`src/rtl/posit_pkg.sv`:
```
// Shared posit defaults and special-value constants
// for the multiply pack/round pipeline.
package posit_pkg;

   localparam int N_DEF  = 8;
   localparam int ES_DEF = 4;
   localparam int RS_DEF = $clog2(N_DEF);

   // NaR: sign bit alone
   function automatic logic [31:0] nar_of(input int n);
      return 32'(1) << (n - 1);
   endfunction

   // largest positive posit: 0 then all ones
   function automatic logic [31:0] maxpos_of(input int n);
      return (32'(1) << (n - 1)) - 32'd1;
   endfunction

   // smallest positive posit: lsb alone
   function automatic logic [31:0] minpos_of(input int n);
      if (n > 0) return 32'd1;
      return 32'd0;
   endfunction

endpackage

```
`src/rtl/posit_mult_pack_if.sv`:
```
// Handshake bundle between multiply datapath,
// pack/round pipeline and downstream consumer.
interface posit_mult_pack_if
   import posit_pkg::*;
#(
   parameter int N  = N_DEF,
   parameter int ES = ES_DEF,
   parameter int RS = $clog2(N)
) ();

   logic              in_valid;
   logic              in_ready;
   logic [2*N-1:0]    mult_mant_n;
   logic [RS+ES+1:0]  total_eo;
   logic [ES-1:0]     e_o;
   logic [RS:0]       r_o;
   logic              inf;
   logic              zero;
   logic              sign;
   logic              out_valid;
   logic              out_ready;
   logic [N-1:0]      posit_out;

   modport master (
      output in_valid, mult_mant_n, total_eo, e_o,
      output r_o, inf, zero, sign, out_ready,
      input  in_ready, out_valid, posit_out
   );

   modport slave (
      input  in_valid, mult_mant_n, total_eo, e_o,
      input  r_o, inf, zero, sign, out_ready,
      output in_ready, out_valid, posit_out
   );

endinterface

```
`src/rtl/posit_round_rne.sv`:
```
// Second-stage combinational logic: RNE rounding,
// saturation, special values and sign complement.
module posit_round_rne
   import posit_pkg::*;
#(
   parameter int N = N_DEF
) (
   input  logic [N-2:0] body,
   input  logic         guard,
   input  logic         sticky,
   input  logic         sat,
   input  logic         neg,
   input  logic         inf,
   input  logic         zero,
   input  logic         sign,
   output logic [N-1:0] posit
);

   localparam logic [N-1:0] NAR  = N'(nar_of(N));
   localparam logic [N-1:0] MAXP = N'(maxpos_of(N));
   localparam logic [N-1:0] MINP = N'(minpos_of(N));

   logic         inc;
   logic [N-1:0] sum;
   logic [N-1:0] mag;
   logic [N-1:0] res;

   // round, clamp away from NaR/zero, then apply sign
   always_comb begin
      inc = guard & (body[0] | sticky);
      sum = {1'b0, body} + {{(N-1){1'b0}}, inc};
      mag = sum;
      if (sat)
         mag = neg ? MINP : MAXP;
      else if (sum == NAR)
         mag = MAXP;
      else if (sum == '0)
         mag = MINP;
      res = sign ? (~mag + {{(N-1){1'b0}}, 1'b1}) : mag;
      if (inf)
         posit = NAR;
      else if (zero)
         posit = '0;
      else
         posit = res;
   end

endmodule

```
`src/rtl/posit_mult_pack.sv`:
```
// Two-stage posit pack: S1 builds and aligns the
// regime/exponent/fraction string, S2 rounds and registers.
module posit_mult_pack
   import posit_pkg::*;
#(
   parameter int N  = N_DEF,
   parameter int ES = ES_DEF,
   parameter int RS = $clog2(N)
) (
   input logic              clk,
   input logic              rst_n,
   posit_mult_pack_if.slave bus
);

   localparam int FW = 2*N - 1;
   localparam int TW = 1 + ES + FW;
   localparam int WW = N - 1 + TW;
   localparam logic [RS:0] NM1 = (RS+1)'(N - 1);

   typedef struct packed {
      logic [N-2:0] body;
      logic         guard;
      logic         sticky;
      logic         sat;
      logic         neg;
      logic         inf;
      logic         zero;
      logic         sign;
   } s1_t;

   s1_t          s1_new;
   s1_t          s1_d, s1_q;
   logic         s1_valid_d, s1_valid_q;
   logic         out_valid_d, out_valid_q;
   logic [N-1:0] posit_d, posit_q;
   logic [N-1:0] rnd_out;
   logic         s1_adv;
   logic         in_ready;
   logic         unused_bits;

   logic [TW-1:0] tail;
   logic [WW-1:0] wide;
   logic [WW-1:0] shifted;
   logic [RS:0]   sh;

   assign unused_bits = bus.mult_mant_n[2*N-1]
                      ^ (^bus.total_eo[RS+ES:0]);

   // S1 assembly: fill bits, terminator, exponent, fraction,
   // then drop surplus fill so exactly r_o run bits remain
   always_comb begin
      s1_new.neg  = bus.total_eo[RS+ES+1];
      s1_new.inf  = bus.inf;
      s1_new.zero = bus.zero;
      s1_new.sign = bus.sign;
      s1_new.sat  = (bus.r_o >= NM1);
      tail = {s1_new.neg, bus.e_o, bus.mult_mant_n[2*N-2:0]};
      wide = {{(N-1){~s1_new.neg}}, tail};
      sh   = s1_new.sat ? '0 : (NM1 - bus.r_o);
      shifted = wide << sh;
      s1_new.body   = shifted[WW-1 -: N-1];
      s1_new.guard  = shifted[WW-N];
      s1_new.sticky = |shifted[WW-N-1:0];
   end

   // pipeline flow control
   always_comb begin
      s1_adv   = !out_valid_q | bus.out_ready;
      in_ready = !s1_valid_q | s1_adv;
   end

   // next-state for both stages
   always_comb begin
      s1_valid_d  = s1_valid_q;
      s1_d        = s1_q;
      out_valid_d = out_valid_q;
      posit_d     = posit_q;
      if (in_ready) begin
         s1_valid_d = bus.in_valid;
         if (bus.in_valid)
            s1_d = s1_new;
      end
      if (s1_adv) begin
         out_valid_d = s1_valid_q;
         if (s1_valid_q)
            posit_d = rnd_out;
      end
   end

   posit_round_rne #(.N(N)) u_round (
      .body   (s1_q.body),
      .guard  (s1_q.guard),
      .sticky (s1_q.sticky),
      .sat    (s1_q.sat),
      .neg    (s1_q.neg),
      .inf    (s1_q.inf),
      .zero   (s1_q.zero),
      .sign   (s1_q.sign),
      .posit  (rnd_out)
   );

   // stage registers, all cleared on reset
   always_ff @(posedge clk or negedge rst_n) begin
      if (!rst_n) begin
         s1_valid_q  <= 1'b0;
         s1_q        <= '0;
         out_valid_q <= 1'b0;
         posit_q     <= '0;
      end else begin
         s1_valid_q  <= s1_valid_d;
         s1_q        <= s1_d;
         out_valid_q <= out_valid_d;
         posit_q     <= posit_d;
      end
   end

   assign bus.in_ready  = in_ready;
   assign bus.out_valid = out_valid_q;
   assign bus.posit_out = posit_q;

endmodule

```
`src/flat_wrapper.sv`:
```
// flat-port wrapper written by rule: the top's interface ports become plain ports
module posit_mult_pack_flat import posit_pkg::*;
#(
   parameter int N  = N_DEF,
   parameter int ES = ES_DEF,
   parameter int RS = $clog2(N)
)
  (clk, rst_n, bus_in_valid, bus_mult_mant_n, bus_total_eo, bus_e_o, bus_r_o, bus_inf, bus_zero, bus_sign, bus_out_ready, bus_in_ready, bus_out_valid, bus_posit_out);
  posit_mult_pack_if #(.N(N), .ES(ES), .RS(RS)) bus_i ();
  input logic clk;
  input logic rst_n;
  input wire logic [$bits(bus_i.in_valid)-1:0] bus_in_valid;
  input wire logic [$bits(bus_i.mult_mant_n)-1:0] bus_mult_mant_n;
  input wire logic [$bits(bus_i.total_eo)-1:0] bus_total_eo;
  input wire logic [$bits(bus_i.e_o)-1:0] bus_e_o;
  input wire logic [$bits(bus_i.r_o)-1:0] bus_r_o;
  input wire logic [$bits(bus_i.inf)-1:0] bus_inf;
  input wire logic [$bits(bus_i.zero)-1:0] bus_zero;
  input wire logic [$bits(bus_i.sign)-1:0] bus_sign;
  input wire logic [$bits(bus_i.out_ready)-1:0] bus_out_ready;
  output wire logic [$bits(bus_i.in_ready)-1:0] bus_in_ready;
  output wire logic [$bits(bus_i.out_valid)-1:0] bus_out_valid;
  output wire logic [$bits(bus_i.posit_out)-1:0] bus_posit_out;
  assign bus_i.in_valid = bus_in_valid;
  assign bus_i.mult_mant_n = bus_mult_mant_n;
  assign bus_i.total_eo = bus_total_eo;
  assign bus_i.e_o = bus_e_o;
  assign bus_i.r_o = bus_r_o;
  assign bus_i.inf = bus_inf;
  assign bus_i.zero = bus_zero;
  assign bus_i.sign = bus_sign;
  assign bus_i.out_ready = bus_out_ready;
  assign bus_in_ready = bus_i.in_ready;
  assign bus_out_valid = bus_i.out_valid;
  assign bus_posit_out = bus_i.posit_out;
  posit_mult_pack #(.N(N), .ES(ES), .RS(RS)) u_core (.clk(clk), .rst_n(rst_n), .bus(bus_i));
endmodule
```
`config.mk`:
```
export PLATFORM = sky130hd
export DESIGN_NAME = posit_mult_pack_flat
export DESIGN_NICKNAME = d
export VERILOG_FILES = /design/src/rtl/posit_pkg.sv /design/src/rtl/posit_mult_pack_if.sv /design/src/rtl/posit_round_rne.sv /design/src/rtl/posit_mult_pack.sv /design/src/flat_wrapper.sv
export SDC_FILE = /design/constraint.sdc
export NUM_CORES = 1
export LEC_CHECK = 0
export CAP_MARGIN = 20
export CELL_PAD_IN_SITES_DETAIL_PLACEMENT = 2
export CELL_PAD_IN_SITES_GLOBAL_PLACEMENT = 2
export CORE_MARGIN = 8
export CORE_UTILIZATION = 36
export DETAILED_ROUTE_END_ITERATION = 6
export DONT_BUFFER_PORTS = 1
export PLACE_DENSITY_LB_ADDON = 0.1
export SETUP_SLACK_MARGIN = 0.3
export SLEW_MARGIN = 20
export SYNTH_ARGS = -nofsm -noshare
export SYNTH_HDL_FRONTEND = slang
export SYNTH_SLANG_ARGS = --single-unit
```
`constraint.sdc`:
```
create_clock -name clk -period 3.3 [get_ports clk]
set_input_delay 0.33 -clock clk [delete_from_list [all_inputs] [get_ports clk]]
set_output_delay 0.33 -clock clk [all_outputs]
set_load 0.02 [all_outputs]
```
==> results of run 1 <==
==> path summary, 6_finish.rpt <==
path	startpoint	to	slack (ps)	cells past startpoint
hold reg to reg	u_core.s1_q[6]	u_core.s1_q[6]	500	2
setup reg to reg	u_core.s1_q[5]	u_core.bus.posit_out[4]	440	13
setup / recovery	u_core.s1_q[5]	u_core.bus.posit_out[4]	440	13
hold / removal	bus_in_valid	u_core.s1_valid_q	160	1
min in group asynchronous	rst_n	u_core.s1_valid_q	480	2
max in group asynchronous	rst_n	u_core.s1_q[10]	2650	2
==> final cells by class <==
class,count,area [um^2],area share (%)
multi-input cells,162,1120,57.6
inverters,2,7.51,0.386
well taps,67,83.8,4.31
clock buffers,3,41.3,2.12
repair buffers,6,60.1,3.09
clock inverters,1,30.0,1.55
flip-flops and latches,24,601,30.9
==> Yosys cell counts (all sizes together) (2+ instances only) <==
| cell | n |
|---|---|
| a21oi | 13 |
| nand2b | 4 |
| nand2 | 26 |
| and3 | 3 |
| a31oi | 3 |
| mux2i | 4 |
| clkbuf | 8 |
| o31ai | 4 |
| ha | 3 |
| mux4 | 4 |
| xor2 | 4 |
| nor3 | 5 |
| or3 | 4 |
| a211o | 2 |
| nor4 | 7 |
| nor2 | 14 |
| nor2b | 2 |
| a211oi | 2 |
| buf | 7 |
| xnor2 | 5 |
| and4 | 2 |
| mux2 | 6 |
| nand3 | 7 |
| inv | 2 |
| o21ai | 22 |
| nand4 | 3 |
| a2111oi | 3 |
| dfrtp | 24 |
==> metrics by stage <==
step	instance area (um^2)	hold WS, ps	util, %
final	1940	158	41.1
after global routing	1940	155	41.1
after CTS	1910	156	40.5
after detailed placement	1780	35.0	37.6
after global placement	1780	35.1	37.6
after floorplan	1760	34.4	-
==> kinds of logic after synthesis <==
| group | count (synthesis) | share of synthesized area [%] |
|---|---|---|
| mux | 14 | 11.3 |
| flops | 24 | 34.2 |
| compound gates | 54 | 18.3 |
| buf+inv | 17 | 4.91 |
| simple gates | 82 | 24.7 |
| xor+xnor | 9 | 4.49 |
| fa+ha+maj | 3 | 2.14 |
==> critical path: stages (launching register included) <==
cell	delay (ps)
dfrtp_1	390
o21a_1	190
ha_2	210
ha_4	180
nand4_1	80
o21ai_0	110
a21oi_2	230
nor3_1	80
a2111oi_1	330
buf_4	180
ha_2	190
nand3_1	80
mux2_2	290
o31ai_1	220
==> state kept, by name (all words and copies together) (netlist names) <==
name                  cells
u_core.bus.out_valid      1
u_core.bus.posit_out      8
u_core.s1_q              14
u_core.s1_valid_q         1
==> repair_timing <==
action,CTS,global route
hold buffers,2,0
pin swaps,1,2
cloned,0,0
hold endpoints to repair,24,0
buffers inserted,1,1
endpoints found under the setup margin,2,2
gates resized for setup,6,5
==> routing by layer <==
metal	vias to the layer above	share of wire [%]	track usage, %
met5	-	0	0
met4	0	1.2	4.14
met3	7	4.9	3.44
met2	37	51	25.8
met1	758	43	16.3
li1	739	-	-
==> power by group <==
part | leakage [nW] | switching (W) | internal [W]
Clock | 0.0357 | 0.000100 | 0.000162
Combinational | 0.410 | 0.000154 | 0.000136
Sequential | 0.296 | 0.0000964 | 0.000342
==> metrics.yaml, run 1 <==
worst_slack_ps: 443
final_common_cell: "nand2_1"
grt_pass1_wl_um: 8560
dr.first_iter.drc_count: 48
path_clk_slew_ps: 100
die_y_um: 85.9
setup.worst_path.end_class: "register"
tns_ps: 0
clkSinkCount: 24
final_max_slew_viol_count: 0
fp-row-count: 25
fin_skew_ps: 13.6
max_freq_mhz: 350
synth-seq-cells: 24
antenna_left: 0
numCtsBuffers: 3
antenna_found_initial: 0
ys.flop_type: "dfrtp_1"
coreArea_um2: 4720
synth_top_cell_area_share_pct: 34.2
finalSetupViolCount: 0
rsz0062_at_grt: "false"
yosys.area.top_type: "dfrtp_1"
drive_gt1_share_pct: 17.2
start_util_pct: 37.2
drcViolationCount: 0
grt_start_max_net_pins: 25
clock_latency_ps: 280
syn_inst: 203
finalHoldViolations: 0
status: "completed"
period_minus_slack_ps: 2860
dr.pass1.iters: 4
hold_class: "input pin to register"
die_w_um: 85.9
antenna-diode-count: 0
dieArea_um2: 7370
final_cells: 265
worst_pin_slew_ps: 771
worst-path-max-fanout: 4
synth_area_leaders: "dfrtp_1 (34%), o21ai_0 (6.3%), nand2_1 (5.6%), mux4_2 (5.1%), mux2_2 (3.8%)"
pre_cts_slack_ps: 165
gp_congestion: 0.851
synth.avg_cell_area_um2: 8.65
gr-total-overflow: 0
async_flop_share_pct: 100
layout.nets: 242
grt_pass1_vias: 1772
vias: 1541
dp_cells: 257
track_usage_pct: 14.3
syn_to_final_growth_pct: 10.6
slew_headroom_pct: 48.4
cts_root_buf: "clkbuf_8"
wl_per_cell_um: 19.3
seq_area_frac_synth_pct: 34.2
clockBufferDepth: 2
dp_hpwl_um: 3930
peakVddDrop_mv: 0.192
p_leak_nw: 0.741
cp.required_ps: 3480
post-route-period-util_pct: 86.6
yosysUniqueCellTypes: 46
place.port_buffers: 0
wirelength_um: 5120
cp.arrival_ps: 3040
cts_tree: "done"
power_density_nw_per_um2: 510
final_cell_mix: "nand2_1 (26), dfrtp_1 (24), o21ai_0 (21)"
io_pins: 50
power_w: 0.000990
synth_edf_count: 0
syn_nets: 246
maxCapViolCount: 0
synth_warnings: 0
synth_area_um2: 1760
crit_type: "register to register"
htree_levels: 1
crit_path_start_kind: "register"
n_fill_cell: 542
drt-vias-per-instance: 5.82
Power figures use the tool's default switching activity.
==> run 2, diff against run 1 <==
==> constraint.sdc (replaced) <==
create_clock -name clk -period 3.3 [get_ports clk]
set_input_delay 0.33 -clock clk [delete_from_list [all_inputs] [get_ports clk]]
set_output_delay 0.33 -clock clk [all_outputs]
set_load 0.1 [all_outputs]
==> run 2 against run 1 <==
Via count grew 0.45%; sequential power grew 28%; critical path type unchanged; routed wire length grew 1.3%; largest cell class unchanged; combinational power grew 8.0%; highest routed layer is now met3; clock skew is essentially flat; worst hold slack gained 1.4 ps.
==> metrics.yaml, run 2 (synthesis gave the netlist of run 1 again) <==
status: "completed"
setup.worst_path.end_class: "register"
worst_slack_ps: 436  # -6.99 ps
numCtsBuffers: 3  # unchanged
worst-path-max-fanout: 4  # unchanged
p_leak_nw: 0.739  # -0.29%
finalHoldViolations: 0  # unchanged
dpl_cell_area_um2: 1790  # +0.85%
wl_per_cell_um: 19.4  # +0.53%
path_buf_inv: 1  # unchanged
dr.first_iter.drc_count: 47  # -2.1%
cp_cell_sequence: "o21a_1, ha_4, and3_1, nor4_1, a21oi_2, nor3_1, a2111oi_1, buf_4, ha_1, nand3_1, mux2_2, o31ai_1"
grt_pass1_vias: 1747  # -1.4%
power_w: 0.00114  # +15%
final_max_slew_viol_count: 0  # unchanged
slowest_stage: "nor4_1"
max_freq_mhz: 349  # -0.24%
drt-vias-per-instance: 5.80  # -0.30%
path_depth: 12  # -1
clockBufferDepth: 2  # unchanged
clock_latency_ps: 280  # about the same
die_w_um: 85.9  # unchanged
pre_cts_slack_ps: 107  # -58.4 ps
holdWs_ps: 159  # +1.41 ps
cts_root_buf: "clkbuf_8"
worst_pin_slew_ps: 917  # +147 ps
cp.required_ps: 3490  # about the same
multi_input_area_um2: 1110  # -0.67%
cp.arrival_ps: 3060  # +20 ps
rr_endpoint: "u_core.bus.posit_out[4]"
dr.pass1.iters: 4  # unchanged
crit_path_start_kind: "register"
vias: 1548  # +0.45%
finalSetupViolCount: 0  # unchanged
gr-total-overflow: 0  # unchanged
cp_top_family: "simple AND/OR/NAND/NOR gates"
grt_start_max_net_pins: 25  # unchanged
seqCellArea_um2: 601  # unchanged
antenna_found_initial: 0  # unchanged
path_clk_slew_ps: 100  # about the same
r2r_start: "u_core.s1_q[5]"
dp_hpwl_um: 3990  # +1.5%
drcViolationCount: 0  # unchanged
crit_type: "register to register"
fp-row-count: 25  # unchanged
antenna-diode-count: 0  # unchanged
rr_worst_depth: 12  # -1
place.port_buffers: 0  # unchanged
final_common_cell: "nand2_1"
hold_class: "input pin to register"
cts_tree: "done"
die_y_um: 85.9  # unchanged
fin_skew_ps: 14.0  # +0.389 ps
reg2reg_setup_slack_ps: 440  # about the same
dieArea_um2: 7370  # unchanged
maxCapViolCount: 0  # unchanged
gp_congestion: 0.843  # -0.87%
crit_path_end: "u_core.bus.posit_out[4]"
slew_headroom_pct: 38.8  # -9.6 points
grt_pass1_wl_um: 8600  # +0.41%
post-route-period-util_pct: 86.8  # +0.21 points
syn_to_final_growth_pct: 11.0
coreArea_um2: 4720  # unchanged
clkSinkCount: 24  # unchanged
layout.nets: 244  # +0.83%
largest_register_ffs: 14  # unchanged
final_cell_mix: "nand2_1 (26), dfrtp_1 (24), o21ai_0 (21)"
peakVddDrop_mv: 0.252  # +31%
tns_ps: 0  # unchanged
track_usage_pct: 14.2  # -0.10 points
final_area_um2: 1950  # +0.39%
start_util_pct: 37.2  # unchanged
wirelength_um: 5180  # +1.3%
power_density_nw_per_um2: 586  # +15%
io_pins: 50  # unchanged
top_register: "u_core.s1_q"
worstSetupStartpoint: "u_core.s1_q[5]"
antenna_left: 0  # unchanged
cpPeakStageDelay_ps: 400  # about the same
period_minus_slack_ps: 2860  # +6.99 ps
rsz0062_at_grt: "false"
htree_levels: 1  # unchanged
drive_gt1_share_pct: 17.0  # -0.17 points
n_fill_cell: 538  # -0.74%
-- run 2: cell types whose count changed in the layout (fill, tap and decap cells not counted), sizes merged --
| cell | previous run | this run |
|---|---|---|
| buf | 5 | 7 |
-- run 2: worst min-delay path by stage --
stage,startpoint,endpoint,depth (start not counted)
2_1_floorplan,rst_n,u_core.bus.out_valid,0
3_3_place_gp,rst_n,u_core.bus.out_valid,0
3_5_place_dp,rst_n,u_core.s1_valid_q,0
4_1_cts,bus_in_valid,u_core.s1_valid_q,1
5_1_grt,bus_in_valid,u_core.s1_valid_q,1
6_report,bus_in_valid,u_core.s1_valid_q,1
-- run 2: metal layers --
metal  vias to the layer above  part of all wire (%)  track usage (%)
met5                         -                     0                0
met4                         0                     0             1.91
met3                         0                   5.6             3.92
met2                        30                    50             25.1
met1                       777                    44             17.1
li1                        741                     -                -
-- run 2: layout make-up --
type | count | share of cell area (%)
Clock buffer | 3 | 2.12
Clock inverter | 1 | 1.54
Inverter | 2 | 0.385
Multi-Input combinational cell | 162 | 57.0
Sequential cell | 24 | 30.8
Tap cell | 67 | 4.30
Timing Repair Buffer | 8 | 3.85
-- run 2: report_power, final --
part	total [W]	internal (W)	switching, W
Clock	0.000269	0.000162	0.000107
Combinational	0.000312	0.000141	0.000171
Sequential	0.000562	0.000338	0.000223
-- run 2: repair_timing --
| action | 4_1_cts | 5_1_grt |
|---|---|---|
| hold buffers | 2 | 0 |
| buffers inserted | 1 | 1 |
| pin swaps | 1 | 2 |
| setup endpoints to repair | 2 | 3 |
| resized for setup | 5 | 4 |
| hold endpoints to repair | 24 | 0 |
-- run 2: per-stage QoR --
| step | instances | utilization (%) |
|---|---|---|
| 2_1_floorplan | 203 | - |
| 3_3_place_gp | 259 | 37.9 |
| 3_5_place_dp | 259 | 37.9 |
| 4_1_cts | 266 | 40.6 |
| 5_1_grt | 267 | 41.3 |
| 6_report | 267 | 41.3 |
==> run 3, diff against run 2 <==
--- a/config.mk
+++ b/config.mk
@@ -12,9 +12,8 @@
 export CORE_UTILIZATION = 36
 export DETAILED_ROUTE_END_ITERATION = 6
 export DONT_BUFFER_PORTS = 1
-export PLACE_DENSITY_LB_ADDON = 0.1
+export PLACE_DENSITY = 0.77
 export SETUP_SLACK_MARGIN = 0.3
-export SLEW_MARGIN = 20
 export SYNTH_ARGS = -nofsm -noshare
 export SYNTH_HDL_FRONTEND = slang
 export SYNTH_SLANG_ARGS = --single-unit
==> run 3 against run 2 <==
Power is 1.0% higher; utilization rose by 0.26 points; cell count did not move; clock skew decreased by 12 ps; clock power is essentially flat; critical endpoint unchanged.
==> metrics.yaml, run 3 (synthesis gave the netlist of run 1 again) <==
antenna-diode-count: 0  # unchanged
slew_headroom_pct: 38.9  # about the same
place.port_buffers: 0  # unchanged
dr.first_iter.drc_count: 36  # -23%
gp_congestion: 0.879  # +4.3%
syn_to_final_growth_pct: 11.8
period_minus_slack_ps: 2920  # +51.7 ps
start_util_pct: 37.2  # unchanged
final_common_cell: "nand2_1"
drt-vias-per-instance: 5.83  # +0.52%
io_pins: 50  # unchanged
fp-row-count: 25  # unchanged
grt_pass1_vias: 1776  # +1.7%
status: "completed"
pwr-share-clk_pct: 23.3  # -0.2 points
path_buf_inv: 2  # +1
pwr-share-comb_pct: 27.6  # +0.3 points
hold_class: "input pin to register"
finalHoldViolations: 0  # unchanged
vias: 1556  # +0.52%
grt_start_max_net_pins: 25  # unchanged
final_cells: 267  # unchanged
worst-path-max-fanout: 5  # +1
wl_per_cell_um: 20.4  # +5.2%
final_max_slew_viol_count: 0  # unchanged
final_cell_mix: "nand2_1 (26), dfrtp_1 (23), o21ai_0 (19)"
dpl_cell_area_um2: 1790  # unchanged
final_area_um2: 1960  # +0.64%
cpPeakStageDelay_ps: 440  # +40 ps
cp_top_family: "simple AND/OR/NAND/NOR gates"
finish.utilization_pct: 41.6  # +0.26 points
tns_ps: 0  # unchanged
cp_cell_sequence: "o21a_1, ha_4, ha_4, buf_4, nor3_1, a31oi_4, nor3_1, a2111oi_1, buf_4, ha_2, nand3_1, mux2_2, o31ai_1"
clock_latency_ps: 280  # about the same
grt_pass1_wl_um: 9000  # +4.7%
fin_skew_ps: 2.40  # -11.6 ps
clockBufferDepth: 2  # unchanged
max_freq_mhz: 343  # -1.8%
p_leak_nw: 0.737  # -0.23%
die_w_um: 85.9  # unchanged
p_int_w: 0.000646  # +0.53%
power_density_nw_per_um2: 588  # +0.40%
track_usage_pct: 15.1  # +0.88 points
dp_hpwl_um: 4130  # +3.6%
worst_pin_slew_ps: 917  # -0.354 ps
clkSinkCount: 24  # unchanged
top_register: "u_core.s1_q"
cts_root_buf: "clkbuf_8"
slowest_stage: "dfrtp_2"
peakVddDrop_mv: 0.259  # +2.7%
switching_share_pct: 44.1  # +0.28 points
setup.worst_path.end_class: "register"
power_switching_w: 0.000509  # +1.7%
coreArea_um2: 4720  # unchanged
gr-total-overflow: 0  # unchanged
cp.required_ps: 3480  # about the same
htree_levels: 1  # unchanged
dieArea_um2: 7370  # unchanged
antenna_found_initial: 0  # unchanged
layout.nets: 244  # unchanged
cts_tree: "done"
rsz0062_at_grt: "false"
maxCapViolCount: 0  # unchanged
post-route-period-util_pct: 88.3  # +1.6 points
seq_power_share_pct: 49.1  # about the same
cp.arrival_ps: 3100  # +40 ps
die_y_um: 85.9  # unchanged
crit_type: "register to register"
dp_cells: 259  # unchanged
dr.pass1.iters: 4  # unchanged
numCtsBuffers: 3  # unchanged
antenna_left: 0  # unchanged
path_clk_slew_ps: 90  # about the same
finalSetupViolCount: 0  # unchanged
drive_gt1_share_pct: 18.0  # +1.0 points
largest_register_ffs: 14  # unchanged
wirelength_um: 5450  # +5.2%
crit_path_start_kind: "register"
drcViolationCount: 0  # unchanged
[run 3: cell count changes in the layout (fill, tap and decap cells not counted)]
| cell | delta |
|---|---|
| o21ai_0 | -2 |
| o21ai_1 | +2 |
| a31oi_2 | -1 |
| a31oi_4 | +1 |
| dfrtp_1 | -1 |
| dfrtp_2 | +1 |
| ha_1 | -1 |
| ha_2 | +1 |
[run 3: worst paths after layout]
kind	startpoint	end	slack, ps	cells after the start
hold / removal	bus_in_valid	u_core.s1_valid_q	160	1
setup / recovery	u_core.s1_q[7]	u_core.bus.posit_out[4]	380	13
hold reg to reg	u_core.s1_q[6]	u_core.s1_q[6]	510	2
min in group asynchronous	rst_n	u_core.s1_q[5]	480	2
setup reg to reg	u_core.s1_q[7]	u_core.bus.posit_out[4]	380	13
max in group asynchronous	rst_n	u_core.s1_q[7]	2670	2
[run 3: timing repair]
| item | 4_1_cts | 5_1_grt |
|---|---|---|
| resized for setup | 5 | 9 |
| hold buffers | 2 | 0 |
| buffers inserted | 1 | 1 |
| hold endpoints to repair | 24 | 0 |
| setup endpoints to repair | 2 | 2 |
| pin swaps | 2 | 4 |
[run 3: routing by layer]
layer	track usage, %	wire length (um)	up-vias
li1	-	-	741
met1	17.2	2260	771
met2	26.6	2840	37
met3	3.15	247	7
met4	6.53	101	0
met5	0	0	-
[run 3: worst register-to-register path, cell delays in order (launching register included)]
cell	delay, ps
dfrtp_2	440
o21a_1	220
ha_4	200
ha_4	180
buf_4	150
nor3_1	340
a31oi_4	80
nor3_1	180
a2111oi_1	80
buf_4	160
ha_2	180
nand3_1	80
mux2_2	340
o31ai_1	210
[run 3: cell type report]
class	instances	area (um^2)
fill	528	2760
multi-input combinational	162	1120
sequential	24	602
tap	67	83.8
timing repair buffer	8	75.1
clock buffer	3	41.3
clock inverter	1	30.0
inverter	2	7.51
[run 3: power groups by stage]
stage / Sequential [W] / Clock, W / Combinational (W)
6_report: 0.000567 / 0.000269 / 0.000319
5_1_grt: 0.000578 / 0.000287 / 0.000357
4_1_cts: 0.000565 / 0.000278 / 0.000297
3_5_place_dp: 0.000571 / 0 / 0.000275
3_3_place_gp: 0.000563 / 0 / 0.000258
2_1_floorplan: 0.000535 / 0 / 0.000239
[run 3: metrics by stage]
stage	worst slack, ps	hold slack (ps)	power, W
2_1_floorplan	343	34.4	0.000774
5_1_grt	278	156	0.00122
4_1_cts	321	150	0.00114
3_5_place_dp	87.7	35.0	0.000846
6_report	385	161	0.00116
3_3_place_gp	283	35.1	0.000821
